[src/rtl/pio_pwm_bank.sv]
// PWM bank driven by a toggle-committed command word from a software GPIO port.
// Duty changes are double-buffered and only take effect at a period wrap.
module pio_pwm_bank #(
  parameter int NUM_CH  = 8,
  parameter int PRESC_W = 16
) (
  input  logic              clk_in_clk,
  input  logic              reset_reset_n,
  input  logic [31:0]       cmd_word,
  output logic [NUM_CH-1:0] pwm_out,
  output logic              cmd_ack,
  output logic              period_tick,
  output logic              err
);

  localparam logic [4:0] NCH = 5'(NUM_CH);

  logic [31:0]        cmd_q;
  logic               last_tog;
  logic [7:0]         shadow [NUM_CH];
  logic [7:0]         active [NUM_CH];
  logic [NUM_CH-1:0]  en;
  logic [PRESC_W-1:0] presc;
  logic [PRESC_W-1:0] div;
  logic [7:0]         cnt;

  logic        commit;
  logic [2:0]  op;
  logic [3:0]  ch;
  logic [15:0] data;
  logic        ch_ok;
  logic        step;
  logic        wrap;
  logic        do_duty;
  logic        do_presc;
  logic        do_en;
  logic        do_clr;
  logic        do_bad;
  logic        unused_bits;

  assign commit = cmd_q[31] ^ last_tog;
  assign op     = cmd_q[30:28];
  assign ch     = cmd_q[27:24];
  assign data   = cmd_q[15:0];
  assign ch_ok  = {1'b0, ch} < NCH;

  assign unused_bits = ^{cmd_q[23:16], data};

  // >= lets a prescaler lowered below the running count recover at once
  assign step = div >= presc;
  assign wrap = step && (cnt == 8'hff);

  assign do_duty  = commit && (op == 3'd0) && ch_ok;
  assign do_presc = commit && (op == 3'd1);
  assign do_en    = commit && (op == 3'd2);
  assign do_clr   = commit && (op == 3'd3);
  assign do_bad   = commit && !(do_duty || do_presc
                                || do_en || do_clr);

  always_ff @(posedge clk_in_clk or negedge reset_reset_n) begin
    if (!reset_reset_n) begin
      cmd_q       <= '0;
      last_tog    <= 1'b0;
      cmd_ack     <= 1'b0;
      err         <= 1'b0;
      en          <= '0;
      presc       <= '0;
      div         <= '0;
      cnt         <= '0;
      period_tick <= 1'b0;
      pwm_out     <= '0;
      for (int i = 0; i < NUM_CH; i++) begin
        shadow[i] <= '0;
        active[i] <= '0;
      end
    end else begin
      cmd_q       <= cmd_word;
      period_tick <= wrap;

      for (int i = 0; i < NUM_CH; i++)
        pwm_out[i] <= en[i] && (cnt < active[i]);

      if (step) begin
        div <= '0;
        cnt <= cnt + 8'd1;
      end else begin
        div <= div + 1'b1;
      end

      // write-through keeps a duty committed on the wrap edge
      for (int i = 0; i < NUM_CH; i++) begin
        if (wrap)
          active[i] <= shadow[i];
        if (do_duty && ch == 4'(i)) begin
          shadow[i] <= data[7:0];
          if (wrap)
            active[i] <= data[7:0];
        end
      end

      if (commit) begin
        last_tog <= cmd_q[31];
        cmd_ack  <= cmd_q[31];
      end

      unique case (1'b1)
        do_presc: begin
          presc <= data[PRESC_W-1:0];
          div   <= '0;
        end
        do_en:   en  <= data[NUM_CH-1:0];
        do_clr:  err <= 1'b0;
        do_bad:  err <= 1'b1;
        default: ;
      endcase
    end
  end

endmodule

[config.mk]
export PLATFORM = sky130hd
export DESIGN_NAME = pio_pwm_bank
export DESIGN_NICKNAME = d
export VERILOG_FILES = /design/src/rtl/pio_pwm_bank.sv
export SDC_FILE = /design/constraint.sdc
export NUM_CORES = 1
export LEC_CHECK = 0
export ABC_AREA = 1
export CORE_ASPECT_RATIO = 0.9
export CORE_UTILIZATION = 60
export DETAILED_ROUTE_END_ITERATION = 10
export DONT_BUFFER_PORTS = 1
export PLACE_DENSITY_LB_ADDON = 0.1
export RECOVER_POWER = 25
export SLEW_MARGIN = 20
export SYNTH_ARGS = -nofsm -noshare
export SYNTH_HDL_FRONTEND = slang
export SYNTH_SLANG_ARGS = --single-unit
[constraint.sdc]
create_clock -name clk_in_clk -period 2 [get_ports clk_in_clk]
set_input_delay 0.4 -clock clk_in_clk [delete_from_list [all_inputs] [get_ports clk_in_clk]]
set_output_delay 0.4 -clock clk_in_clk [all_outputs]
set_load 0.005 [all_outputs]
Word-level counts from Yosys, hierarchy flattened. Cells that the tools add are included. W data, S select, Z words.

Register bits: 219. Input port bits: 34. Output and inout bits: 11. Word-level logic and storage cells: 106.

Add/sub/neg operators: 2. Order comparisons: 10. Equality and inequality tests: 11. Muxes and demuxes: 27. Bitwise operators: 1. Reduce and logical (&&, ||, !) cells: 30.

Operator list (count): $mux W8 (24); $lt A8 B8 Y1 (8); $mux W16 (2); $logic_and A1 B1 Y1 (23); $add A16 B1 Y16 const B (1); $eq A4 B3 Y1 const B (4); $ge A16 B16 Y1 (1); $add A8 B1 Y8 const B (1); $eq A4 B2 Y1 const B (2); $eq A8 B8 Y1 const B (1); $eq A3 B2 Y1 const B (2); $eq A4 B1 Y1 const B (1); $logic_not A4 Y1 (1); $lt A4 B4 Y1 const B (1); $eq A3 B1 Y1 const B (1); $logic_not A3 Y1 (1); $logic_or A1 B1 Y1 (3); $pmux W1 S2 (1); $reduce_bool A2 Y1 (1); $logic_not A1 Y1 (1); $xor A1 B1 Y1 (1).

Longest topological paths before layout. Gate-level depths: netlist of the first run.

Depth after elaboration: 9. Gate-level depth with buffers: 15. Gate-level depth less buffers: 14.

Least setup slack after synthesis of the first run. No wires, ideal clock.

Path type: register to register. Start point: reg div[11]. End point: reg active[40] in the netlist's numbering. Setup time: 116 ps. Arrival time: 1640 ps. Required time: 1884 ps. Path slack: 243 ps. Stages on the path, launching flop included: 10. Buffers on the path: 2. Clock period less this slack: 1757 ps. Cells stage by stage: dfrtp_1 -> ha_1 -> a21oi_1 -> o21ai_0 -> a21oi_1 -> nand2_1 -> buf_6 -> clkbuf_4 -> nand3_1 -> nand2_1.

Longest elaborated chain between the ends: 5.

Ends and longest elaborated chain: start: declaration (RTL line 24) `logic [PRESC_W-1:0] div;`; start signal: assignment (RTL line 87) `div <= div + 1'b1;`; $ge A16 B16 Y1 (*) (RTL line 50) `assign step = div >= presc;`; $logic_and A1 B1 Y1 (*) (RTL line 51) `assign wrap = step && (cnt == 8'hff);`; $mux W8 (RTL line 92) `if (wrap)`; $mux W8 (RTL line 96) `if (wrap)`; $mux W8 (*) (RTL line 94) `if (do_duty && ch == 4'(i)) begin`; end signal: indexed assignment (RTL line 93) `active[i] <= shadow[i];`; end signal: indexed assignment (RTL line 97) `active[i] <= data[7:0];`; end: declaration (RTL line 21) `logic [7:0] active [NUM_CH];`.

Mark *: on every way between the ends. The rest lies on a longest branch, timed or not. A chain may end at the register's enable or synchronous reset.

Final worst setup path of the first run.
Start point: reg presc[9]. End point: reg active[4] in the netlist's numbering.

Longest elaborated chain between the ends: 5.

Ends and longest elaborated chain: start: declaration (RTL line 23) `logic [PRESC_W-1:0] presc;`; start signal: assignment (RTL line 108) `presc <= data[PRESC_W-1:0];`; $ge A16 B16 Y1 (*) (RTL line 50); $logic_and A1 B1 Y1 (*) (RTL line 51); $mux W8 (RTL line 92); $mux W8 (RTL line 96); $mux W8 (*) (RTL line 94).

Marked as above.

==> impl_metrics.env, run 1 <==
export IMPL_max_freq_mhz=517
export IMPL_dieHeight_um=123
export IMPL_crit_type="flip-flop to flip-flop"
export IMPL_crit_cells=10
export IMPL_r2r_slack_ns=0.06
export IMPL_synth_cell_types=30
export IMPL_syn_avg_cell_area_um2=9.23
export IMPL_finalWorstSetupSlack_ns=0.0648
export IMPL_hold_path_class="input port to asynchronous set/reset pin"
export IMPL_worstSetupStartpointType="flip-flop"
export IMPL_hold_slack_ns=-0.403
export IMPL_place_ws_ns=0.0687
export IMPL_place_gp_congestion=0.814
export IMPL_critical_path_max_stage_delay_ns=0.36
export IMPL_cts_tree="done"
export IMPL_slew_viol_final=0
export IMPL_cts_hold_fix_buffers=24
export IMPL_drive_above_1_share=0.111
export IMPL_cts_buffer_depth=3
export IMPL_postPlaceCellArea_um2=10000
export IMPL_core_area_um2=15600
export IMPL_power_w=0.0104
export IMPL_drc=0
export IMPL_clkLatencyLatePin_ns=0.52
export IMPL_synth_warnings=0
export IMPL_dp_hpwl_mm=12.8
export IMPL_diodes=0
export IMPL_io_buffers=0
export IMPL_tightest_slew_ns=0.618
export IMPL_numCtsBuffers=22
export IMPL_p_per_area_nw_per_um2=916
export IMPL_cp_slowest_cell="dfrtp_1"
export IMPL_status="finished with violations"
export IMPL_setup_tns_ns=0
export IMPL_synth_top_cell_area_share=0.545
export IMPL_skew_ns=0.0318
export IMPL_arrival_ns=2.36
export IMPL_hold_violations=211
export IMPL_fin_nets=1219
export IMPL_grt_total_usage=0.273
export IMPL_wl_mm=23.0
export IMPL_design_area_um2=11400
export IMPL_maxCapViolCount=0
export IMPL_violations="hold timing"
export IMPL_clkTransAtPathRegs_ns=0.07
export IMPL_grt_pass1_vias=6815
export IMPL_cts_root_buf="clkbuf_16"
export IMPL_ys_ff_latch=211
export IMPL_yosys_top_cells_area="dfrtp_1 55%, nand2_1 11%, ha_1 9.6%"
export IMPL_start_util=0.621
export IMPL_clock_sink_count=211
export IMPL_drtPass1Iterations=6
export IMPL_synth_top_area_cell="dfrtp_1"
export IMPL_crit_path_end_kind="flip-flop"
export IMPL_io_pins=45
export IMPL_rows=43
export IMPL_die_area_um2=16700
export IMPL_crit_path_frequent_cell="nand2_8"
export IMPL_grt_max_degree=212
export IMPL_cp_cell_sequence="inv_1 > ha_4 > a21oi_2 > o21ai_1 > a21oi_4 > nand2_8 > nand2_8 > clkbuf_16 > nand2_2 > nand2_1"
export IMPL_setup_violations_final=0
export IMPL_syn2layout_area_growth_pct=17.8
export IMPL_htreeDepth=1
export IMPL_regToRegStartpoint="presc[9]$_DFFE_PN0P_"
export IMPL_vdd_drop_max_mv=0.619
export IMPL_required_ns=2.43
export IMPL_crit_path_start="presc[9]$_DFFE_PN0P_"
export IMPL_yosysSeqAreaShare=0.545
export IMPL_grt_pass1_wl_mm=34.8
export IMPL_slew_headroom=0.588
export IMPL_synthesis_area_um2=9690
export IMPL_period_share=0.968
export IMPL_fillers=1134
export IMPL_leakage_nw=5.73
export IMPL_crit_path_max_fanout=8
export IMPL_min_period_ns=1.94
export IMPL_detail_route_antenna_nets=0
export IMPL_gr_total_overflow=0
export IMPL_endpoint="active[4]$_DFF_PN0_"
export IMPL_vias=7262
export IMPL_die_w_um=136
export IMPL_antenna_found_initial=0
export IMPL_syn_nets=1158
export IMPL_vias_per_cell=5.48
export IMPL_crit_family="compound AO/OA/AOI/OAI gates"
export IMPL_wl_per_cell_um=17.3
export IMPL_worst_r2r_cell_count=10
export IMPL_initialDrtViolationCount=716
export IMPL_synthCells=1050
export IMPL_worst_path_buf_inv=2
export IMPL_rr_endpoint="active[4]$_DFF_PN0_"
[how the worst min path moves through the flow]
stage | from | endpoint | slack, ns | cells past startpoint
after floorplan | reset_reset_n | active[0]$_DFF_PN0_ | 0.10 | 0
after global placement | reset_reset_n | shadow[38]$_DFFE_PN0P_ | 0.11 | 0
after detailed placement | reset_reset_n | period_tick$_DFF_PN0_ | 0.11 | 0
after CTS | reset_reset_n | shadow[50]$_DFFE_PN0P_ | -0.43 | 0
after global routing | reset_reset_n | period_tick$_DFF_PN0_ | -0.41 | 0
final | reset_reset_n | active[49]$_DFF_PN0_ | -0.40 | 0
[cells by family after synthesis]
kind of cell    after synthesis  synth area share
simple gates                449             0.194
flops                       211             0.545
compound gates              150            0.0818
buf+inv                     148            0.0664
fa+ha+maj                    74            0.0956
xor+xnor                     18            0.0170
[per-stage QoR]
stage,util,hold WS (ns),cells
after floorplan,-,0.104,1050
after global placement,0.642,0.113,1250
after detailed placement,0.642,0.110,1250
after CTS,0.703,-0.428,1312
after global routing,0.731,-0.414,1326
final,0.731,-0.403,1326
[worst register-to-register path, stage by stage (launching register included)]
cell       delay, ns
dfrtp_1         0.36
inv_1           0.12
ha_4            0.23
a21oi_2         0.14
o21ai_1         0.11
a21oi_4         0.32
nand2_8         0.14
nand2_8         0.15
clkbuf_16       0.19
nand2_2         0.05
nand2_1         0.05
[timing repair]
item | 4_1_cts | 5_1_grt
setup buffers | 1 | 3
pin swaps | 0 | 11
cloned | 0 | 11
setup endpoints to repair | 1 | 72
endpoints found under the hold margin | 235 | 211
gates resized for setup | 0 | 39
[placed cells by master (no fill, tap or decap), types with 8 or more instances in the layout]
cell / count
ha_1: 68
nor2_1: 42
nand3_1: 73
dfrtp_1: 211
nand2_1: 279
xor2_1: 10
o21a_1: 9
a21oi_1: 44
nand4_1: 17
and3_1: 8
buf_4: 32
inv_1: 107
o21ai_0: 74
clkbuf_16: 29
dlygate4sd3_1: 24
nand2_2: 17
o21ai_1: 14
[final cells by class]
type | instances | area [um^2] | share of cell area
repair buffers | 70 | 769 | 0.0674
clock inverters | 6 | 93.8 | 0.00822
flip-flops and latches | 211 | 5280 | 0.463
multi-input cells | 693 | 3970 | 0.348
well taps | 202 | 253 | 0.0222
inverters | 113 | 428 | 0.0375
clock buffers | 31 | 614 | 0.0538
[cell usage after synthesis]
cell        n
buf_2      16
clkbuf_1    7
xnor2_1     7
nor3_1      4
inv_1     110
nand2_1   294
nor2_4      1
nor4_2      1
inv_2       2
buf_4       5
xnor2_2     1
nand3_1    73
o21ai_0    77
or2_2       1
nand2_2     5
o21ai_1    11
clkinv_1    1
nor4_1      1
xor2_1     10
nand4_1    17
nor2_1     43
clkbuf_4    1
ha_1       74
o21a_1      9
dfrtp_1   211
nor3b_1     1
and3_1      8
o21ai_2     5
buf_6       6
a21oi_1    48
[routing by layer]
| metal | track usage | wire, um |
|---|---|---|
| met1 | 0.393 | 10600 |
| met2 | 0.444 | 10600 |
| met3 | 0.0397 | 1300 |
| met4 | 0.0583 | 406 |
| met5 | 0 | 0 |
[state kept, by name, indices dropped and copies added (netlist names)]
signal / count
active: 64
presc: 16
en: 8
period_tick: 1
last_tog: 1
pwm_out: 8
shadow: 64
cmd_q: 24
cnt: 8
err: 1
div: 16
[power by group]
| part | internal [W] | leakage [nW] | switching [W] | total (W) |
|---|---|---|---|---|
| Combinational | 0.000674 | 2.58 | 0.000927 | 0.00160 |
| Clock | 0.00240 | 0.343 | 0.00166 | 0.00406 |
| Sequential | 0.00461 | 2.81 | 0.000179 | 0.00479 |
| Total | 0.00768 | 5.73 | 0.00277 | 0.0104 |
Power figures use the tool's default switching activity.
==> run 2, diff against run 1 <==
GPL_ROUTABILITY_DRIVEN = 1   (was default)
PLACE_DENSITY_LB_ADDON = 0.15   (was 0.1)
==> impl_metrics.env, run 2 (synthesis gave the netlist of run 1 again) <==
export IMPL_power_switching_w=0.00276
export IMPL_p_seq_frac=0.461
export IMPL_grt_max_degree=212
export IMPL_dp_hpwl_mm=12.8
export IMPL_initialDrtViolationCount=538
export IMPL_arrival_ns=2.34
export IMPL_max_freq_mhz=513
export IMPL_grt_pass1_wl_mm=35.2
export IMPL_drtPass1Iterations=7
export IMPL_htreeDepth=1
export IMPL_wl_mm=21.8
export IMPL_clkTransAtPathRegs_ns=0.07
export IMPL_slew_viol_final=0
export IMPL_fin_nets=1210
export IMPL_clock_sink_count=211
export IMPL_die_w_um=136
export IMPL_final_cell_mix="291 x nand2_1, 211 x dfrtp_1, 109 x inv_1"
export IMPL_post_route_util=0.712
export IMPL_p_int_w=0.00759
export IMPL_rsz0062_at_grt="true"
export IMPL_drive_above_1_share=0.0903
export IMPL_syn2layout_area_growth_pct=14.7
export IMPL_grt_total_usage=0.274
export IMPL_power_w=0.0104
export IMPL_drc=0
export IMPL_crit_type="flip-flop to flip-flop"
export IMPL_rows=43
export IMPL_io_buffers=0
export IMPL_vias_per_cell=5.47
export IMPL_period_share=0.975
export IMPL_crit_path_max_fanout=12
export IMPL_detail_route_antenna_nets=0
export IMPL_cts_root_buf="clkbuf_16"
export IMPL_place_gp_congestion=0.805
export IMPL_wl_per_cell_um=16.5
export IMPL_reg_largest_list="active x64, shadow x64, cmd_q x24"
export IMPL_p_sw_frac=0.266
export IMPL_numCtsBuffers=22
export IMPL_tightest_slew_ns=0.634
export IMPL_die_area_um2=16700
export IMPL_required_ns=2.39
export IMPL_violations="hold timing"
export IMPL_grt_pass1_vias=6916
export IMPL_io_pins=45
export IMPL_p_comb_frac=0.141
export IMPL_maxCapViolCount=0
export IMPL_cts_hold_fix_buffers=24
export IMPL_dieHeight_um=123
export IMPL_leakage_nw=5.66
export IMPL_hold_slack_ns=-0.420
export IMPL_gr_total_overflow=0
export IMPL_hold_violations=211
export IMPL_antenna_found_initial=0
export IMPL_crit_path_end_kind="flip-flop"
export IMPL_status="finished with violations"
export IMPL_cts_buffer_depth=3
export IMPL_min_period_ns=1.95
export IMPL_setup_violations_final=0
export IMPL_clkPwrFrac=0.397
export IMPL_vdd_drop_max_mv=0.742
export IMPL_final_common_cell="nand2_1"
export IMPL_diodes=0
export IMPL_core_area_um2=15600
export IMPL_start_util=0.621
export IMPL_cts_tree="done"
export IMPL_clkLatencyLatePin_ns=0.52
export IMPL_skew_ns=0.0149
export IMPL_hold_path_class="input port to asynchronous set/reset pin"
export IMPL_slew_headroom=0.577
export IMPL_worstSetupStartpointType="flip-flop"
export IMPL_p_per_area_nw_per_um2=931
export IMPL_vias=7215
run 2: changes by cell type in the layout (fill, tap and decap cells not counted), moves of 4 or more:
cell,change
nand2_1,+12
nand2_2,-11
clkbuf_8,+6
ha_1,+6
ha_4,-6
clkbuf_1,-5
clkbuf_16,-5
clkinv_2,+4
run 2: worst paths after layout:
check | start | end | slack (ns) | depth (start not counted)
max | presc[15]$_DFFE_PN0P_ | cnt[3]$_DFFE_PN0P_ | 0.05 | 10
min | reset_reset_n | active[29]$_DFF_PN0_ | -0.42 | 0
max reg2reg | presc[15]$_DFFE_PN0P_ | cnt[3]$_DFFE_PN0P_ | 0.05 | 10
min reg2reg | cmd_q[31]$_DFF_PN0_ | last_tog$_DFFE_PN0N_ | 0.44 | 0
max in group asynchronous | reset_reset_n | shadow[4]$_DFFE_PN0P_ | 2.04 | 0
min in group clk_in_clk | cmd_word[29] | cmd_q[29]$_DFF_PN0_ | 0.43 | 1
run 2: critical path, cell delays in order, from the launching register on:
cell and delay (ns):
dfrtp_1 0.34, inv_1 0.06, ha_1 0.35, a21oi_2 0.17, o21ai_1 0.11, a21oi_2 0.20, nand2_4 0.13, buf_4 0.18
clkbuf_16 0.16, nand2_1 0.05, o21ai_0 0.06
run 2: per-stage QoR:
stage                     TNS (ns)  area [um^2]  instances  hold slack, ns  setup slack, ns
final                            0        11100       1320          -0.420           0.0495
after global routing        -0.438        11100       1320          -0.437          -0.0412
after CTS                        0        11000       1315          -0.439           0.0187
after detailed placement         0        10000       1251           0.109           0.0820
after global placement           0        10000       1251           0.110            0.125
after floorplan                  0         9690       1050           0.104            0.243
run 2: power by group through the flow:
stage / registers, W / clock network, W / logic [W]
6_report: 0.00477 / 0.00411 / 0.00146
5_1_grt: 0.00481 / 0.00431 / 0.00171
4_1_cts: 0.00478 / 0.00414 / 0.00144
3_5_place_dp: 0.00485 / 0 / 0.00139
3_3_place_gp: 0.00484 / 0 / 0.00133
2_1_floorplan: 0.00486 / 0 / 0.000942
run 2: final cells by class:
cell class                      instances  area, um^2
Multi-Input combinational cell        691        3800
Tap cell                              202         253
Inverter                              113         428
Clock inverter                          8        57.6
Timing Repair Buffer                   63         613
Fill cell                            1185        4490
Clock buffer                           32         678
Sequential cell                       211        5280
run 2: metal layers:
metal,up-vias,track usage,part of all wire
met2,176,0.441,0.47
li1,3505,-,-
met1,3492,0.395,0.46
met4,0,0.0694,0.022
met5,-,0,0
met3,42,0.0376,0.049
run 2: what timing repair did:
action | in CTS | in global routing
hold endpoints to repair | 235 | 211
buffers inserted | 0 | 2
setup endpoints to repair | 0 | 75
gates resized for setup | 0 | 11
==> run 3, diff against run 2 <==
SKIP_CTS_REPAIR_TIMING = 1   (was default)
==> impl_metrics.env, run 3 (synthesis gave the netlist of run 1 again) <==
export IMPL_cts_buffer_depth=3
export IMPL_arrival_ns=2.32
export IMPL_diodes=0
export IMPL_postPlaceCellArea_um2=10000
export IMPL_cts_root_buf="clkbuf_16"
export IMPL_drc=0
export IMPL_setup_violations_final=0
export IMPL_numCtsBuffers=22
export IMPL_start_util=0.621
export IMPL_status="finished with violations"
export IMPL_design_area_um2=11300
export IMPL_cp_cell_sequence="inv_1 > ha_1 > nand2_1 > nand2_1 > nor2_1 > nand2_1 > nand2_1 > nand2_1 > nand2_2 > nand2_8 > buf_12 > clkbuf_4 > nand3_1 > nand2_1"
export IMPL_cp_slowest_cell="dfrtp_1"
export IMPL_clock_sink_count=211
export IMPL_regToRegStartpoint="presc[3]$_DFFE_PN0P_"
export IMPL_drtPass1Iterations=5
export IMPL_vdd_drop_max_mv=0.708
export IMPL_worstSetupStartpointType="flip-flop"
export IMPL_hold_slack_ns=-0.419
export IMPL_dieHeight_um=123
export IMPL_rows=43
export IMPL_detail_route_antenna_nets=0
export IMPL_die_area_um2=16700
export IMPL_r2r_slack_ns=0.09
export IMPL_slew_viol_final=0
export IMPL_p_per_area_nw_per_um2=919
export IMPL_cts_tree="done"
export IMPL_post_route_util=0.721
export IMPL_tightest_slew_ns=0.638
export IMPL_crit_type="flip-flop to flip-flop"
export IMPL_crit_cells=14
export IMPL_hold_violations=211
export IMPL_initialDrtViolationCount=520
export IMPL_die_w_um=136
export IMPL_max_freq_mhz=522
export IMPL_final_cell_mix="291 x nand2_1, 211 x dfrtp_1, 108 x inv_1"
export IMPL_vias=7312
export IMPL_endpoint="active[56]$_DFF_PN0_"
export IMPL_use_met2=0.420
export IMPL_fin_nets=1217
export IMPL_grtUsageMet3=0.0397
export IMPL_rr_endpoint="active[56]$_DFF_PN0_"
export IMPL_io_buffers=0
export IMPL_drive_above_1_share=0.100
export IMPL_grt_total_usage=0.265
export IMPL_crit_path_frequent_cell="nand2_1"
export IMPL_instances_no_fill=1327
export IMPL_dp_hpwl_mm=12.8
export IMPL_gr_total_overflow=0
export IMPL_maxCapViolCount=0
export IMPL_htreeDepth=1
export IMPL_reg_largest_list="active x64, shadow x64, cmd_q x24"
export IMPL_skew_ns=0.0113
export IMPL_antenna_found_initial=0
export IMPL_busiest_layer="met2"
export IMPL_crit_family="simple AND/OR/NAND/NOR gates"
export IMPL_worst_r2r_cell_count=14
export IMPL_met1_usage=0.382
export IMPL_grt_pass1_vias=6708
export IMPL_leakage_nw=5.70
export IMPL_min_period_ns=1.91
export IMPL_worst_path_buf_inv=3
export IMPL_critical_path_max_stage_delay_ns=0.34
export IMPL_clkTransAtPathRegs_ns=0.06
export IMPL_place_gp_congestion=0.805
export IMPL_required_ns=2.41
export IMPL_io_pins=45
export IMPL_placed_cells=1251
export IMPL_final_common_cell="nand2_1"
export IMPL_crit_path_start="presc[3]$_DFFE_PN0P_"
export IMPL_grt_pass1_wl_mm=34.0
export IMPL_period_share=0.957
export IMPL_slew_headroom=0.574
export IMPL_crit_path_max_fanout=6
export IMPL_crit_path_end_kind="flip-flop"
export IMPL_violations="hold timing"
export IMPL_fillers=1188
export IMPL_clkLatencyLatePin_ns=0.51
export IMPL_grt_max_degree=212
export IMPL_syn2layout_area_growth_pct=16.1
export IMPL_wl_per_cell_um=16.7
export IMPL_core_area_um2=15600
export IMPL_vias_per_cell=5.51
export IMPL_wl_mm=22.1
export IMPL_hold_path_class="input port to asynchronous set/reset pin"
==> run 3: worst reg2reg max path, cell delays in order (launching register included) <==
cell and delay [ns]:
dfrtp_1 0.34, inv_1 0.04, ha_1 0.30, nand2_1 0.07, nand2_1 0.04, nor2_1 0.10
nand2_1 0.07, nand2_1 0.06, nand2_1 0.08, nand2_2 0.14, nand2_8 0.11, buf_12 0.16
clkbuf_4 0.16, nand3_1 0.08, nand2_1 0.06
==> run 3: how the worst min path moves through the flow <==
stage,endpoint,cells after the start
floorplan,active[0]$_DFF_PN0_,0
global placement,shadow[28]$_DFFE_PN0P_,0
detailed placement,shadow[29]$_DFFE_PN0P_,0
CTS,shadow[16]$_DFFE_PN0P_,0
global route,active[29]$_DFF_PN0_,0
finish,active[29]$_DFF_PN0_,0
==> run 3: stage by stage <==
stage	setup TNS, ns	power, W	setup WS, ns
6_report	0	0.0103	0.0850
5_1_grt	-0.0799	0.0109	-0.0284
4_1_cts	0	0.0103	0.0187
3_5_place_dp	0	0.00624	0.0820
3_3_place_gp	0	0.00618	0.125
2_1_floorplan	0	0.00580	0.243
==> run 3: where the power goes <==
group,internal [W],switching (W),total (W)
clock,0.00237,0.00171,0.00408
sequential,0.00461,0.000167,0.00477
combinational,0.000628,0.000858,0.00149
==> run 3: final cells by class <==
type / instances / area, um^2 / share of cell area
inverters: 113 / 428 / 0.0380
clock buffers: 32 / 678 / 0.0603
flip-flops and latches: 211 / 5280 / 0.469
well taps: 202 / 253 / 0.0225
clock inverters: 8 / 57.6 / 0.00512
repair buffers: 70 / 703 / 0.0625
multi-input cells: 691 / 3850 / 0.342
==> run 3: metal layers <==
metal	vias up	part of all wire
met5	-	0
met4	0	0.025
met3	46	0.051
met2	201	0.48
met1	3541	0.45
li1	3524	-
